--- src/rtl/pim_peri_pkg.sv ---
// Shared types and constants for the PIM peripheral path.
// This package holds the controller state encoding and the fixed buffer interface widths.
package pim_peri_pkg;

    localparam int unsigned SH_W         = 20;
    localparam int unsigned RES_W        = 32;
    localparam int unsigned NUM_BITS_DEF = 8;
    localparam int unsigned IDX_W        = $clog2(NUM_BITS_DEF);

    // Bit-plane index width; at least one bit even for degenerate plane counts.
    function automatic int unsigned idx_width(input int unsigned num_bits);
        return (num_bits > 1) ? $clog2(num_bits) : 1;
    endfunction

    typedef enum logic [2:0] {
        IDLE,
        SHIFT,
        DRAIN,
        READ,
        DONE
    } state_e;

endpackage

--- src/rtl/pim_bit_shifter.sv ---
// Combinational left shift of an ADC sample by its bit-plane index.
// If SHIFT_SAT_EN is defined, an overflow saturates to all ones; otherwise the upper bits are truncated.
module pim_bit_shifter
    import pim_peri_pkg::*;
#(
    parameter int unsigned ADC_W = 12,
    parameter int unsigned CNT_W = 3
) (
    input  logic [ADC_W-1:0] data,
    input  logic [CNT_W-1:0] idx,
    output logic [SH_W-1:0]  shifted_c
);

    localparam int unsigned FULL_W = ADC_W + (2 ** CNT_W) - 1;

    logic [FULL_W-1:0] wide;

    assign wide = FULL_W'(data) << idx;

    if (FULL_W > SH_W) begin : g_ovf
        logic ovf;
        assign ovf = |wide[FULL_W-1:SH_W];
`ifdef SHIFT_SAT_EN
        assign shifted_c = ovf ? {SH_W{1'b1}} : wide[SH_W-1:0];
`else
        logic unused_ovf;
        assign unused_ovf = ovf;
        assign shifted_c  = wide[SH_W-1:0];
`endif
    end else begin : g_fit
        assign shifted_c = SH_W'(wide);
    end

endmodule

--- src/rtl/pim_shift_ctrl.sv ---
// Bit-serial shift-and-accumulate controller in front of the PIM accumulation buffer.
// If SHIFT_SAT_EN is defined, shifted samples saturate instead of being truncated.
module pim_shift_ctrl
    import pim_peri_pkg::*;
#(
    parameter int unsigned NUM_BITS = 8,
    parameter int unsigned ADC_W    = 12
) (
    input  logic              clk_i,
    input  logic              rst_ni,
    input  logic              start_i,
    output logic              busy_o,
    input  logic              adc_valid_i,
    output logic              adc_ready_o,
    input  logic [ADC_W-1:0]  adc_data_i,
    output logic              accum_buf_write_en_o,
    output logic [SH_W-1:0]   shifter_output_o,
    output logic              accum_buf_read_en_o,
    input  logic [RES_W-1:0]  accum_buf_output_i,
    output logic              result_valid_o,
    input  logic              result_ready_i,
    output logic [RES_W-1:0]  result_o
);

    localparam int unsigned CNT_W = idx_width(NUM_BITS);
    localparam logic [CNT_W-1:0] LAST_IDX = CNT_W'(NUM_BITS - 1);

    state_e             state_q, state_d;
    logic [CNT_W-1:0]   idx_q, idx_d;
    logic               accept;
    logic               wr_d;
    logic [SH_W-1:0]    sh_d;
    logic [SH_W-1:0]    shifted;
    logic [RES_W-1:0]   res_d;

    pim_bit_shifter #(
        .ADC_W (ADC_W),
        .CNT_W (CNT_W)
    ) u_shifter (
        .data      (adc_data_i),
        .idx       (idx_q),
        .shifted_c (shifted)
    );

    assign accept = (state_q == SHIFT) && adc_valid_i && adc_ready_o;

    // Next state, bit-plane index and next values of the write/result datapath.
    always_comb begin
        state_d = state_q;
        idx_d   = idx_q;
        wr_d    = 1'b0;
        sh_d    = '0;
        res_d   = result_o;
        unique case (state_q)
            IDLE: begin
                if (start_i) begin
                    idx_d   = '0;
                    state_d = SHIFT;
                end
            end
            SHIFT: begin
                if (accept) begin
                    wr_d  = 1'b1;
                    sh_d  = shifted;
                    idx_d = idx_q + CNT_W'(1);
                    if (idx_q == LAST_IDX) begin
                        state_d = DRAIN;
                    end
                end
            end
            DRAIN: state_d = READ;
            READ: begin
                res_d   = accum_buf_output_i;
                state_d = DONE;
            end
            DONE: begin
                if (result_valid_o && result_ready_i) begin
                    state_d = IDLE;
                end
            end
            default: state_d = IDLE;
        endcase
    end

    // Status strobes are decoded from the next state so they align with the state register.
    always_ff @(posedge clk_i or negedge rst_ni) begin
        if (!rst_ni) begin
            state_q              <= IDLE;
            idx_q                <= '0;
            busy_o               <= 1'b0;
            adc_ready_o          <= 1'b0;
            accum_buf_write_en_o <= 1'b0;
            shifter_output_o     <= '0;
            accum_buf_read_en_o  <= 1'b0;
            result_valid_o       <= 1'b0;
            result_o             <= '0;
        end else begin
            state_q              <= state_d;
            idx_q                <= idx_d;
            busy_o               <= (state_d != IDLE);
            adc_ready_o          <= (state_d == SHIFT);
            accum_buf_write_en_o <= wr_d;
            shifter_output_o     <= sh_d;
            accum_buf_read_en_o  <= (state_d == READ);
            result_valid_o       <= (state_d == DONE);
            result_o             <= res_d;
        end
    end

endmodule

--- config.mk ---
export PLATFORM = sky130hd
export DESIGN_NAME = pim_shift_ctrl
export DESIGN_NICKNAME = d
export VERILOG_FILES = /design/src/rtl/pim_peri_pkg.sv /design/src/rtl/pim_bit_shifter.sv /design/src/rtl/pim_shift_ctrl.sv
export SDC_FILE = /design/constraint.sdc
export NUM_CORES = 1
export LEC_CHECK = 0
export CAP_MARGIN = 40
export CORE_UTILIZATION = 45
export CTS_BUF_LIST = sky130_fd_sc_hd__clkbuf_16
export DETAILED_ROUTE_END_ITERATION = 8
export PLACE_DENSITY_LB_ADDON = 0.12
export SETUP_SLACK_MARGIN = 0.15
export SYNTH_ARGS = -nofsm -noshare
export SYNTH_HDL_FRONTEND = slang
export SYNTH_HIERARCHICAL = 1
export SYNTH_SLANG_ARGS = --single-unit
export TNS_END_PERCENT = 50
--- constraint.sdc ---
create_clock -name clk_i -period 1.7 [get_ports clk_i]
set_input_delay 0.34 -clock clk_i [delete_from_list [all_inputs] [get_ports clk_i]]
set_output_delay 0.34 -clock clk_i [all_outputs]
set_load 0.005 [all_outputs]
Yosys cells after proc, flatten, opt, wreduce, memory -nomap -nowiden. Index checks and enable logic that the tools add are counted.

Logic and storage cells: 40. Register bits: 63. Output and inout port bits: 57. Input bits: 49.

Add/subtract/negate cells: 1. Eq/ne operators: 10. Shift-type cells: 1. Reduce and logical (&&, ||, !) cells: 7. Multiplexer cells: 12.

Operators with widths (count): 19-bit two-way mux (2); 12-bit by 3-bit << shifter with 19-bit output (1); 3-bit two-way mux (6); 3-bit case mux with 5 select lines (1); 3-bit by 2-bit equality test with 1-bit output, second input constant (3); 3-bit equality test, second input constant (3); 3-bit by 1-bit equality test with 1-bit output, second input constant (2); 3-bit case mux with 2 select lines (1); 2-bit inequality test, second input constant (2); 3-bit by 1-bit adder with 3-bit output, second input constant (1); 1-bit logical AND (3); 3-bit zero test (1); 3-bit AND reduction (1); 3-bit nonzero test (1); 1-bit two-way mux (2); 2-bit nonzero test (1).

Longest topological paths before layout. Gate-level depths: netlist of run 1.

Depth after elaboration: 6. Mapped depth: 6.

Hierarchy. The synthesis of run 1 kept the hierarchy.

Modules (own cells, without submodules): pim_shift_ctrl (instances 1, cells each 155, seq. area each 1576.5 um2, area an instance 2451.1 um2); pim_bit_shifter (instances 1, cells each 67, seq. area each 0.0 um2, area an instance 510.5 um2).

Least setup slack after synthesis of run 1. Ideal clock, no wire load.

Path type: reg2reg. Start point: register idx_q[1]. End point: register shifter_output_o[12]. Period minus slack after synthesis: 1.355 ns. Path slack: 0.345 ns. Arrival time: 1.236 ns. Stages on the path, launching flop included: 6. Required time: 1.581 ns. Path buffers: 1. Cell sequence: dfrtp_1 > buf_6 > mux2_2 > a21oi_1 > a222oi_1 > and2_1.

Word-level cells in the longest chain between the ends: 3.

Ends and longest elaborated chain: start, declared (RTL line pim_shift_ctrl.sv:29) `logic [CNT_W-1:0] idx_q, idx_d;`; start signal, assigned (RTL line pim_shift_ctrl.sv:99) `idx_q <= idx_d;`; 12-bit by 3-bit << shifter with 19-bit output (RTL line pim_bit_shifter.sv:18) `assign wide = FULL_W'(data) << idx;`; named net shifted[12] (RTL line pim_shift_ctrl.sv:33) `logic [SH_W-1:0] shifted;`; 19-bit two-way mux (RTL line pim_shift_ctrl.sv:62) `if (accept) begin`; 19-bit two-way mux (RTL line pim_shift_ctrl.sv:54) `unique case (state_q)`; named net sh_d[12] (RTL line pim_shift_ctrl.sv:32) `logic [SH_W-1:0] sh_d;`; end signal, assigned (RTL line pim_shift_ctrl.sv:93) `shifter_output_o <= '0;`; end signal, assigned (RTL line pim_shift_ctrl.sv:103) `shifter_output_o <= sh_d;`; end, declared (RTL line pim_shift_ctrl.sv:17) `output logic [SH_W-1:0] shifter_output_o,`.

The timed path passes the listed nets, and every way through them passes these cells. A chain may end at the register's enable or synchronous reset.

Worst setup path in the final report of run 1.
Start point: register result_o[25]. End point: output result_o[25].

RTL lines: start, declared (RTL line pim_shift_ctrl.sv:22) `output logic [RES_W-1:0] result_o`; start signal, assigned (RTL line pim_shift_ctrl.sv:106) `result_o <= res_d;`.

No word-level cell between the ends.

==> results of run 1 <==
-- sequential cells by signal (all words and copies together) (netlist names) --
name / cells
shifter_output_o: 20
busy_o: 1
adc_ready_o: 1
result_valid_o: 1
accum_buf_write_en_o: 1
state_q: 3
accum_buf_read_en_o: 1
result_o: 32
idx_q: 3
-- final cells by class --
cell class	count	area, sq um
timing repair buffer	117	1190
fill	457	1930
inverter	2	7.51
sequential	63	1580
clock buffer	9	225
multi-input combinational	144	1270
clock inverter	7	55.1
tap	77	96.3
-- report_power, final --
group,switching [mW],internal [mW],leakage (nW)
clock,0.601,1.11,0.143
sequential,0.383,2.11,0.776
combinational,1.12,2.20,1.12
total,2.10,5.41,2.03
-- logic make-up (layout without fill, tap and decap cells) --
logic type | after synthesis | after routing | synth area share
muxes | 50 | 50 | 0.223
AOI/OAI and AO/OA | 29 | 29 | 0.0739
other | 1 | 1 | 0.00127
adders and majority gates | 2 | 2 | 0.00845
buffers and inverters | 15 | 135 | 0.0435
DFF | 63 | 63 | 0.532
and+or+nand+nor | 62 | 62 | 0.118
-- cells in the mapped netlist (2+ instances only) --
master and count:
nor3_1 4, buf_2 2, ha_1 2, buf_4 4, a21oi_1 4, a221oi_1 2, nand2_1 8, nor2_1 12
nand2b_1 4, buf_6 5, o22ai_1 2, dfrtp_1 63, mux2i_1 9, mux2_2 12, nand3_1 4, o21ai_0 3
mux2_4 28, nor2b_1 3, a22o_1 3, o21ai_1 2, and2_1 21, a22oi_1 2, a2bb2oi_1 3, a211oi_1 2
-- timing repair --
| action | 4_1_cts | 5_1_grt |
|---|---|---|
| hold buffers | 0 | 0 |
| gates resized for setup | 0 | 5 |
| setup buffers | 1 | 0 |
| setup endpoints to repair | 1 | 25 |
-- placed cells by master (no fill, tap or decap), types with 4 or more instances in the layout --
cell | Yosys | routed
mux2_4 | 28 | 28
clkbuf_16 | 0 | 9
nand2_1 | 8 | 8
nand3_1 | 4 | 4
nand2b_1 | 4 | 4
dfrtp_1 | 63 | 61
and2_1 | 21 | 21
a21oi_1 | 4 | 4
mux2_2 | 12 | 12
nor2_1 | 12 | 12
mux2i_1 | 9 | 8
clkdlybuf4s50_1 | 0 | 103
nor3_1 | 4 | 4
buf_4 | 4 | 8
buf_12 | 1 | 4
-- worst max-delay path by stage --
stage,from,end,slack [ns],depth (start not counted)
2_1_floorplan,idx_q[1]$_DFFE_PN0P_,shifter_output_o[12]$_DFF_PN0_,0.35,5
3_3_place_gp,adc_data_i[11],shifter_output_o[12]$_DFF_PN0_,0.03,5
3_5_place_dp,adc_data_i[11],shifter_output_o[11]$_DFF_PN0_,0.02,5
4_1_cts,result_o[17]$_DFFE_PN0N_,result_o[17],0.16,1
5_1_grt,idx_q[1]$_DFFE_PN0P_,shifter_output_o[8]$_DFF_PN0_,0.13,5
6_report,result_o[25]$_DFFE_PN0N_,result_o[25],0.17,1
-- metal layers --
| metal | wire length [microns] | GRT usage |
|---|---|---|
| met1 | 3060 | 0.282 |
| met2 | 3240 | 0.326 |
| met3 | 311 | 0.0557 |
| met4 | 43 | 0.0815 |
| met5 | 0 | 0 |
-- through the flow --
stage	std cells	setup slack [ns]
after floorplan	222	0.345
after global placement	402	0.0345
after detailed placement	402	0.0220
after CTS	419	0.157
after global routing	419	0.128
final	419	0.169
==> flow_metrics.tcl, run 1 <==
set metrics [dict create \
    rsz0062_at_grt "yes" \
    grt_pass1_wl_mm 11.2 \
    period_minus_slack_ns 1.53 \
    crit_buf_inv 1 \
    worstHoldPathType "in2async" \
    cts_tree "yes" \
    p_leak_nw 2.03 \
    final-setup-viol-count 0 \
    hold_viol 0 \
    yosys.area.top_type_share 0.532 \
    ant_nets 0 \
    grt-ovfl-total 0 \
    status "completed" \
    detail_route.wl_per_cell_microns 15.9 \
    pin_count 106 \
    synthTopCellsByArea "dfrtp_1 (53%), mux2_4 (14%), mux2_2 (4.6%)" \
    first_iter_violations 57 \
    drt-vias-per-instance 5.14 \
    antenna_found_initial 0 \
    start_util 0.466 \
    reg2reg_depth 5 \
    dr.pass1.iters 4 \
    syn_avg_cell_area_sq_um 13.3 \
    synth_top_cell_by_area "dfrtp_1" \
    io_buffers 105 \
    via_count 2155 \
    final_core_util 0.696 \
    wl_mm 6.66 \
    ys_ff_latch 63 \
    slowest_stage "clkdlybuf4s50_1" \
    area_growth_pct 49.2 \
    critPathMaxStageDelay_ns 0.51 \
    synth-seq-area-share 0.532 \
    detailed_place_hpwl_mm 4.62 \
    hold-worst-slack_ns 0.0310 \
    crit_chain "clkdlybuf4s50_1" \
    synth_nets 273 \
    arrival_ns 1.19 \
    max_freq_mhz 653 \
    synth_cells 222 \
    grt_use_total 0.210 \
    critical_path_class "reg2out" \
    ys.flop_type "dfrtp_1" \
    period_share 0.901 \
    grt_max_degree 64 \
    ir_drop_uv 960 \
    postPlaceCellArea_sq_um 4120 \
    drc 0 \
    r2r-end "shifter_output_o[8]$_DFF_PN0_" \
    clk_latency_ns 0.31 \
    cp.required_ns 1.36 \
    nets 388 \
    antenna_cells 0 \
    syn-cell-area_sq_um 2960 \
    critPathLaunchType "flip-flop" \
    htreeDepth 3 \
    drv_slew 0 \
    synth_edf_count 0 \
    core_area_sq_um 6350 \
    clock_sinks 63 \
    max-clock-path-buffers 2 \
    cts.reportedPaths.clkPinSlew_ns 0.05 \
    yosys_warnings 6 \
    async_flop_share 1.00 \
    power_mw 7.51 \
    drive_gt1_frac 0.216 \
    powerDensity_nw_per_um2 1700 \
    ys_types 42 \
    fin_area_sq_um 4420 \
    worst-path-max-fanout 2 \
    fin_tns_setup_ns 0 \
    grt_pass1_vias 2171 \
    reg2reg_from "idx_q[1]$_DFFE_PN0P_" \
    finalClockSkew_ns 0.00309 \
    crit_family "buffers and inverters" \
    die_w_microns 83.1 \
    max_cap_viol_count 0 \
    numCtsBuffers 9 \
    die_area_sq_um 6910 \
    dieHeight_microns 83.1 \
    rows 29 \
    reg2reg_setup_slack_ns 0.20 \
    gp_congestion 0.864 \
    end_kind "output pin" \
    cts-root-buf "clkbuf_16" \
]
(Power assumes the default switching activity.)
==> inputs of run 2 (changes only) <==
ABC_AREA = 0   (was not set)
==> results of run 2 <==
No change in the layout: final DEF, timing and power equal those of run 1.
